### config.mk
export PLATFORM = sky130hd
export DESIGN_NAME = mux_rr_arb
export DESIGN_NICKNAME = d
export VERILOG_FILES = /design/src/rtl/mux_rr_arb.sv
export SDC_FILE = /design/constraint.sdc
export NUM_CORES = 1
export LEC_CHECK = 0
export CORE_AREA = 3 3 40 42
export DETAILED_ROUTE_END_ITERATION = 16
export DIE_AREA = 0 0 43 45
export GPL_TIMING_DRIVEN = 0
export PLACE_DENSITY = 0.59
export SYNTH_ARGS = -nofsm -noshare
export SYNTH_HDL_FRONTEND = slang
export SYNTH_SLANG_ARGS = --single-unit
### constraint.sdc
create_clock -name clk -period 1 [get_ports clk]
set_input_delay 0.3 -clock clk [delete_from_list [all_inputs] [get_ports clk]]
set_output_delay 0.3 -clock clk [all_outputs]
set_load 0.01 [all_outputs]
### src/rtl/mux_rr_arb.sv
// Round-robin source arbiter driving a shared mux, with a one-entry registered output stage.
// Latency: a word granted in cycle N is on out_data in N+1. A full stage with out_ready low blocks all grants.
module mux_rr_arb #(
    parameter int BIT_WIDTH = 4,
    parameter int DEPTH     = 2,
    parameter int SEL_WIDTH = (DEPTH > 1) ? $clog2(DEPTH) : 1
) (
    input  logic                 clk,
    input  logic                 rst,
    input  logic [DEPTH-1:0]     req_valid,
    output logic [DEPTH-1:0]     req_ready,
    output logic [SEL_WIDTH-1:0] mux_sel,
    output logic                 mux_en_n,
    input  logic [BIT_WIDTH-1:0] mux_data,
    output logic                 out_valid,
    input  logic                 out_ready,
    output logic [BIT_WIDTH-1:0] out_data,
    output logic [SEL_WIDTH-1:0] out_src
);

    typedef enum logic {
        EMPTY = 1'b0,
        FULL  = 1'b1
    } state_t;

    state_t                 state_q, state_d;
    logic [SEL_WIDTH-1:0]   ptr_q, ptr_d;
    logic [SEL_WIDTH-1:0]   src_q, src_d;
    logic [BIT_WIDTH-1:0]   data_q, data_d;
    logic [SEL_WIDTH-1:0]   winner;
    logic                   found;
    logic                   can_load;
    logic                   grant;

    // Two passes: sources at or above ptr first, then the wrapped-around ones.
    // The found guard stops later bits from being looked at once a winner exists.
    always_comb begin
        found  = 1'b0;
        winner = '0;
        for (int i = 0; i < DEPTH; i++) begin
            if (!found && (i >= int'(ptr_q)) && req_valid[i]) begin
                found  = 1'b1;
                winner = SEL_WIDTH'(i);
            end
        end
        for (int i = 0; i < DEPTH; i++) begin
            if (!found && req_valid[i]) begin
                found  = 1'b1;
                winner = SEL_WIDTH'(i);
            end
        end
    end

    always_comb begin
        state_d  = state_q;
        ptr_d    = ptr_q;
        src_d    = src_q;
        data_d   = data_q;
        can_load = (state_q == EMPTY) || out_ready;
        grant    = can_load && found;
        if (grant) begin
            state_d = FULL;
            data_d  = mux_data;
            src_d   = winner;
            ptr_d   = (winner == SEL_WIDTH'(DEPTH - 1)) ? '0 : winner + 1'b1;
        end else if ((state_q == FULL) && out_ready) begin
            state_d = EMPTY;
        end
    end

    always_ff @(posedge clk or posedge rst) begin
        if (rst) begin
            state_q <= EMPTY;
            ptr_q   <= '0;
            src_q   <= '0;
            data_q  <= '0;
        end else begin
            state_q <= state_d;
            ptr_q   <= ptr_d;
            src_q   <= src_d;
            data_q  <= data_d;
        end
    end

    assign mux_en_n  = ~grant;
    assign mux_sel   = grant ? winner : ptr_q;
    assign req_ready = grant ? (DEPTH'(1) << winner) : '0;
    assign out_valid = (state_q == FULL);
    assign out_data  = data_q;
    assign out_src   = src_q;

endmodule

==> results.yml, run 1 <==
run_status:
  status: "finished with violations"
  violations: "negative setup slack"
run:
  drv_cap: 0
worst_setup_path:
  start_kind: "flop"
  worstReg2RegEnd: "out_data[2]$_DFFE_PP0P_"
  cp.arrival_ns: 1.22
  crit_slowest_cell: "dfrtp_1"
  worstRegToRegCells: 4
  crit_type: "flop to primary output"
  critPathCapture: "mux_sel"
  r2r_start: "out_valid$_DFFE_PP0P_"
  crit_chain: "and2b_2, o21ai_2, a22oi_2, buf_2"
  crit_start: "out_valid$_DFFE_PP0P_"
  r2r_slack_ns: -0.31
  max_stage_delay_ns: 0.41
  cp.required_ns: 0.70
  path_max_fanout: 3
  cp-end-kind: "primary output"
floorplan:
  die_h_um: 45
  pin_count: 19
  die-area_um2: 1940
  rows: 13
  die_w_um: 43
  start_util_pct: 25.3
  coreArea_um2: 1280
worst_hold_path:
  min_path_type: "input port to async pin"
finish:
  fin_cells: 71
  syn2layout_area_growth_pct: 76.5
  drive_gt1_share_pct: 51.8
  num_antenna_cells: 0
  nNetsFinal: 66
synth:
  synth_top_area_share_pct: 53.8
  synth_top_area_cell: "dfrtp_1"
  yosysUniqueCellTypes: 13
  synthTopCellsByArea: "dfrtp_1 (54%), mux2_2 (14%), a21oi_1 (4.6%)"
  ys_ff_latch: 7
  syn_nets: 39
  yosysWarningCount: 0
  syn-cell-area_um2: 325
  avgSynthCellArea_um2: 10.8
  synth-seq-area-share_pct: 53.8
  syn_inst: 30
sta:
  tns_ns: -3.53
  setup_ws_ns: -0.522
  report.final.slew_viol_count: 0
  finalCritPeriodShare_pct: 152
  fmax_ghz: 0.657
  rsz0062_at_grt: "yes"
  slew-limit-headroom_pct: 80.0
  worst_pin_slew_ns: 0.300
  fin_hold_ws_ns: 0.282
  clock-skew-final_ns: 0.00131
  setup_viol: 14
  period_minus_slack_ns: 1.52
  hold_viol_final: 0
detailed_routing:
  route.met2.wl_um: 350
  vias: 319
  met1_length_um: 379
  drtIter0Drc: 0
  post_drt_wl_per_cell_um: 11.8
  drc: 0
  routed_wirelength_um: 837
  top_layer_used: "met3"
  vias_per_cell: 4.49
  antenna_left: 0
  wl_met3_um: 107
  first_pass_iters: 1
placement:
  numPortBuffers: 18
  routabilityCongestion: 0.660
  hpwl_um: 594
  dp_cells: 63
clocking:
  cts_sinks: 7
  cts_hold_buffers: 0
  cts_inserted_buffers: 3
  clockBufferDepth: 2
  clk_latency_ns: 0.25
  path_clk_slew_ns: 0.05
  cts_tree: "built"
  h-tree-depth: 1
  root_buffer: "clkbuf_4"
global_route:
  antenna_found_initial: 0
  grt_pass1_vias: 316
  grt_pass1_wl_um: 1320
  grt_overflow: 0
  grt_max_degree: 8
  gr-usage-all-layers_pct: 9.39
pwr:
  ir_drop_mv: 0.685
  power_uw: 883
  p_leak_uw: 0.000282
  power_density_nw_per_um2: 1540
## cell usage after synthesis, drive strengths merged
library cell / instances
a22oi: 1
dfrtp: 7
nand2: 4
and2b: 1
nand2b: 1
o21ai: 2
nor2: 2
a31oi: 1
mux2: 4
a21oi: 3
inv: 3
a21o: 1
## layer usage
metal | vias to the layer above | global-route usage, %
met5 | - | 0
met4 | 0 | 3.61
met3 | 0 | 3.98
met2 | 19 | 14.1
met1 | 144 | 12.0
li1 | 156 | -
## worst min-delay path by stage
stage                       startpoint                       to  slack [ns]
2_1_floorplan                      rst  out_data[0]$_DFFE_PP0P_        0.10
3_3_place_gp   out_data[1]$_DFFE_PP0P_  out_data[1]$_DFFE_PP0P_        0.49
3_5_place_dp   out_data[3]$_DFFE_PP0P_  out_data[3]$_DFFE_PP0P_        0.50
4_1_cts                            rst  out_data[0]$_DFFE_PP0P_        0.28
5_1_grt                            rst  out_data[0]$_DFFE_PP0P_        0.30
6_report                           rst  out_data[2]$_DFFE_PP0P_        0.28
## cell usage in the layout (no fill, tap or decap), types with 2 or more instances in the layout
cell / n
buf_2: 9
buf_4: 3
dlygate4sd2_1: 4
clkbuf_4: 3
dfrtp_1: 7
nand2_1: 4
clkdlybuf4s50_1: 5
mux2_4: 4
inv_1: 3
a21oi_2: 2
## cells by family (layout without fill, tap and decap cells)
| logic type | after synthesis | count (layout) | share of synthesized area, % |
|---|---|---|---|
| AOI/OAI and AO/OA | 8 | 8 | 14.6 |
| and+or+nand+nor | 8 | 8 | 14.2 |
| DFF | 7 | 7 | 53.8 |
| muxes | 4 | 4 | 13.8 |
| buffers and inverters | 3 | 29 | 3.46 |
## layout make-up
type,instances,area [µm²]
Fill cell,137,711
Multi-Input combinational cell,20,179
Clock buffer,4,26.3
Sequential cell,7,175
Inverter,3,11.3
Timing Repair Buffer,22,164
Tap cell,15,18.8
## timing repair
action,4_1_cts,5_1_grt
setup endpoints to repair,16,14
hold endpoints to repair,0,0
pin swaps,2,2
gates resized for setup,50,1
buffers inserted,2,3
gates cloned,0,0
## worst max-delay path: cells and delay by family (launching register included)
| family | cells | cell delay, ns |
|---|---|---|
| flip-flops | 1 | 0.41 |
| AO/OA/AOI/OAI | 2 | 0.18 |
| AND/OR/NAND/NOR | 1 | 0.24 |
| buffers and inverters | 1 | 0.15 |
## metrics by stage
stage	cell area, µm²	utilization (%)	worst slack (ns)
after floorplan	338	-	-0.183
after global placement	537	41.8	-1.16
after detailed placement	537	41.8	-1.15
after CTS	559	43.5	-0.564
after global routing	574	44.7	-0.582
final	574	44.7	-0.522
## sequential cells by signal, summed over array words and instances (netlist names)
register and count:
ptr_q 1, out_src 1, out_valid 1, out_data 4
## report_power, final
part	internal [µW]	leakage (µW)	switching, µW
logic	152	0.000187	122
registers	324	0.0000801	29.8
clock network	152	0.0000150	102
total	629	0.000282	254
No activity file was read; power rests on OpenSTA's default activity.
==> run 2, diff against run 1 <==
--- a/config.mk
+++ b/config.mk
@@ -5,11 +5,13 @@
 export SDC_FILE = /design/constraint.sdc
 export NUM_CORES = 1
 export LEC_CHECK = 0
+export CAP_MARGIN = 25
 export CORE_AREA = 3 3 40 42
 export DETAILED_ROUTE_END_ITERATION = 16
 export DIE_AREA = 0 0 43 45
 export GPL_TIMING_DRIVEN = 0
-export PLACE_DENSITY = 0.59
+export HOLD_SLACK_MARGIN = 0.06
+export PLACE_DENSITY_LB_ADDON = 0.08
 export SYNTH_ARGS = -nofsm -noshare
 export SYNTH_HDL_FRONTEND = slang
 export SYNTH_SLANG_ARGS = --single-unit
==> run 2 against run 1 <==
Against the previous run: the flow still finishes with violations (negative setup slack); worst hold slack improved by 0.0074 ns; non-clock buffer count up 1; critical path type unchanged; critical path depth unchanged; total power grew 2.5%; sequential share of layout area fell by 0.90 points; largest cell class unchanged; utilization up 1.4 points; via count decreased by 0.63%; final cell count increased by 1.4%; worst setup slack improved by 0.011 ns; wire length rose by 7.3%; global-route usage grew 1.2 points.
==> results.yml, run 2 (same netlist as run 1, synthesis figures left out) <==
worst_setup_path:
  crit_type: "flop to primary output"
  cp.arrival_ns: 1.21
  start_kind: "flop"
  path_max_fanout: 3
  cp.required_ns: 0.70
  r2r_slack_ns: -0.32
  cp-end-kind: "primary output"
floorplan:
  die-area_um2: 1940
  die_w_um: 43
  rows: 13
  pin_count: 19
  die_h_um: 45
  coreArea_um2: 1280
  start_util_pct: 25.3
placement:
  numPortBuffers: 18
  place_ws_ns: -1.14
  routabilityCongestion: 0.715
  hpwl_um: 675
  placed_cell_area_um2: 537
finish:
  layout_commonest_cell: "buf_2"
  fillers: 130
  num_antenna_cells: 0
  largest_reg_flops: 4
  drive_gt1_share_pct: 54.4
  nNetsFinal: 67
  syn2layout_area_growth_pct: 81.9
  fin_area_um2: 592
  layout_common_cells: "buf_2 (8), dfrtp_1 (7), clkdlybuf4s50_1 (5)"
clocking:
  h-tree-depth: 1
  root_buffer: "clkbuf_4"
  clk_latency_ns: 0.24
  clockBufferDepth: 2
  path_clk_slew_ns: 0.05
  cts_inserted_buffers: 3
  cts_sinks: 7
  cts_tree: "built"
pwr:
  power_switching_uw: 262
  ir_drop_mv: 0.648
  power_uw: 904
  seqPwrFrac_pct: 39.9
  clockPowerShare_pct: 27.9
  internal-power_uw: 643
  p_leak_uw: 0.000290
  power_density_nw_per_um2: 1530
  switching_share_pct: 28.9
  comb_power_share_pct: 32.2
sta:
  worst_pin_slew_ns: 0.317
  setup_ws_ns: -0.511
  setup_viol: 14
  rsz0062_at_grt: "yes"
  clock-skew-final_ns: 0.00335
  tns_ns: -3.59
  slew-limit-headroom_pct: 78.9
  period_minus_slack_ns: 1.51
  report.final.slew_viol_count: 0
  fmax_ghz: 0.662
  finalCritPeriodShare_pct: 151
  hold_viol_final: 0
  fin_hold_ws_ns: 0.290
global_route:
  gr-usage-all-layers_pct: 10.6
  grt_max_degree: 8
  grt_pass1_wl_um: 1520
  antenna_found_initial: 0
  grt_overflow: 0
  grt_pass1_vias: 330
run:
  drv_cap: 0
detailed_routing:
  drc: 0
  vias_per_cell: 4.40
  antenna_left: 0
  drtIter0Drc: 1
  vias: 317
  first_pass_iters: 4
  routed_wirelength_um: 898
  post_drt_wl_per_cell_um: 12.5
worst_hold_path:
  min_path_type: "input port to async pin"
run_status:
  status: "finished with violations"
  violations: "negative setup slack"
run 2: cell types whose count changed in the layout (fill, tap and decap cells not counted):
cell / before / now
buf_4: 3 / 4
buf_2: 9 / 8
o21ai_2: 1 / 2
o21ai_0: 1 / 0
buf_6: 1 / 2
run 2: critical path, stage by stage (launching register included):
cell and delay [ns]:
dfrtp_1 0.41, and2b_2 0.24, o21ai_2 0.12, a22oi_2 0.05
buf_2 0.14
run 2: through the flow:
| stage | util [%] | std cells |
|---|---|---|
| floorplan | - | 30 |
| global placement | 41.8 | 63 |
| detailed placement | 41.8 | 63 |
| CTS | 44.1 | 70 |
| global route | 46.1 | 72 |
| finish | 46.1 | 72 |
run 2: final timing paths:
check / from / endpoint / cells past startpoint
hold reg to reg: out_data[3]$_DFFE_PP0P_ / out_data[3]$_DFFE_PP0P_ / 1
min in group clk: out_data[3]$_DFFE_PP0P_ / out_data[3]$_DFFE_PP0P_ / 1
hold / removal: rst / out_valid$_DFFE_PP0P_ / 2
setup / recovery: out_valid$_DFFE_PP0P_ / mux_sel / 4
setup reg to reg: out_valid$_DFFE_PP0P_ / out_data[3]$_DFFE_PP0P_ / 4
max in group asynchronous: rst / out_data[3]$_DFFE_PP0P_ / 2
run 2: area by class of cell:
type,instances,area [µm²],share of cell area (%)
Timing Repair Buffer,23,178,30.0
Multi-Input combinational cell,20,183,30.9
Tap cell,15,18.8,3.17
Inverter,3,11.3,1.90
Sequential cell,7,175,29.6
Clock buffer,4,26.3,4.44
run 2: repair_timing:
item | 4_1_cts | 5_1_grt
hold buffers | 0 | 0
buffers inserted | 3 | 3
endpoints found under the setup margin | 17 | 16
pin swaps | 2 | 1
resized for setup | 50 | 4
run 2: routing by layer:
layer  wire [µm]  vias to the layer above  track usage, %
met5           0                        -               0
met3          70                        0            4.38
met1         340                      144            11.5
met2         486                       13            19.8
li1            -                      160               -
met4           0                        0            1.81
run 2: power by group through the flow:
stage	sequential [µW]	combinational, µW	clock, µW
detailed placement	358	280	0
floorplan	369	109	0
finish	360	291	253
global route	364	318	294
global placement	354	273	0
CTS	355	268	270
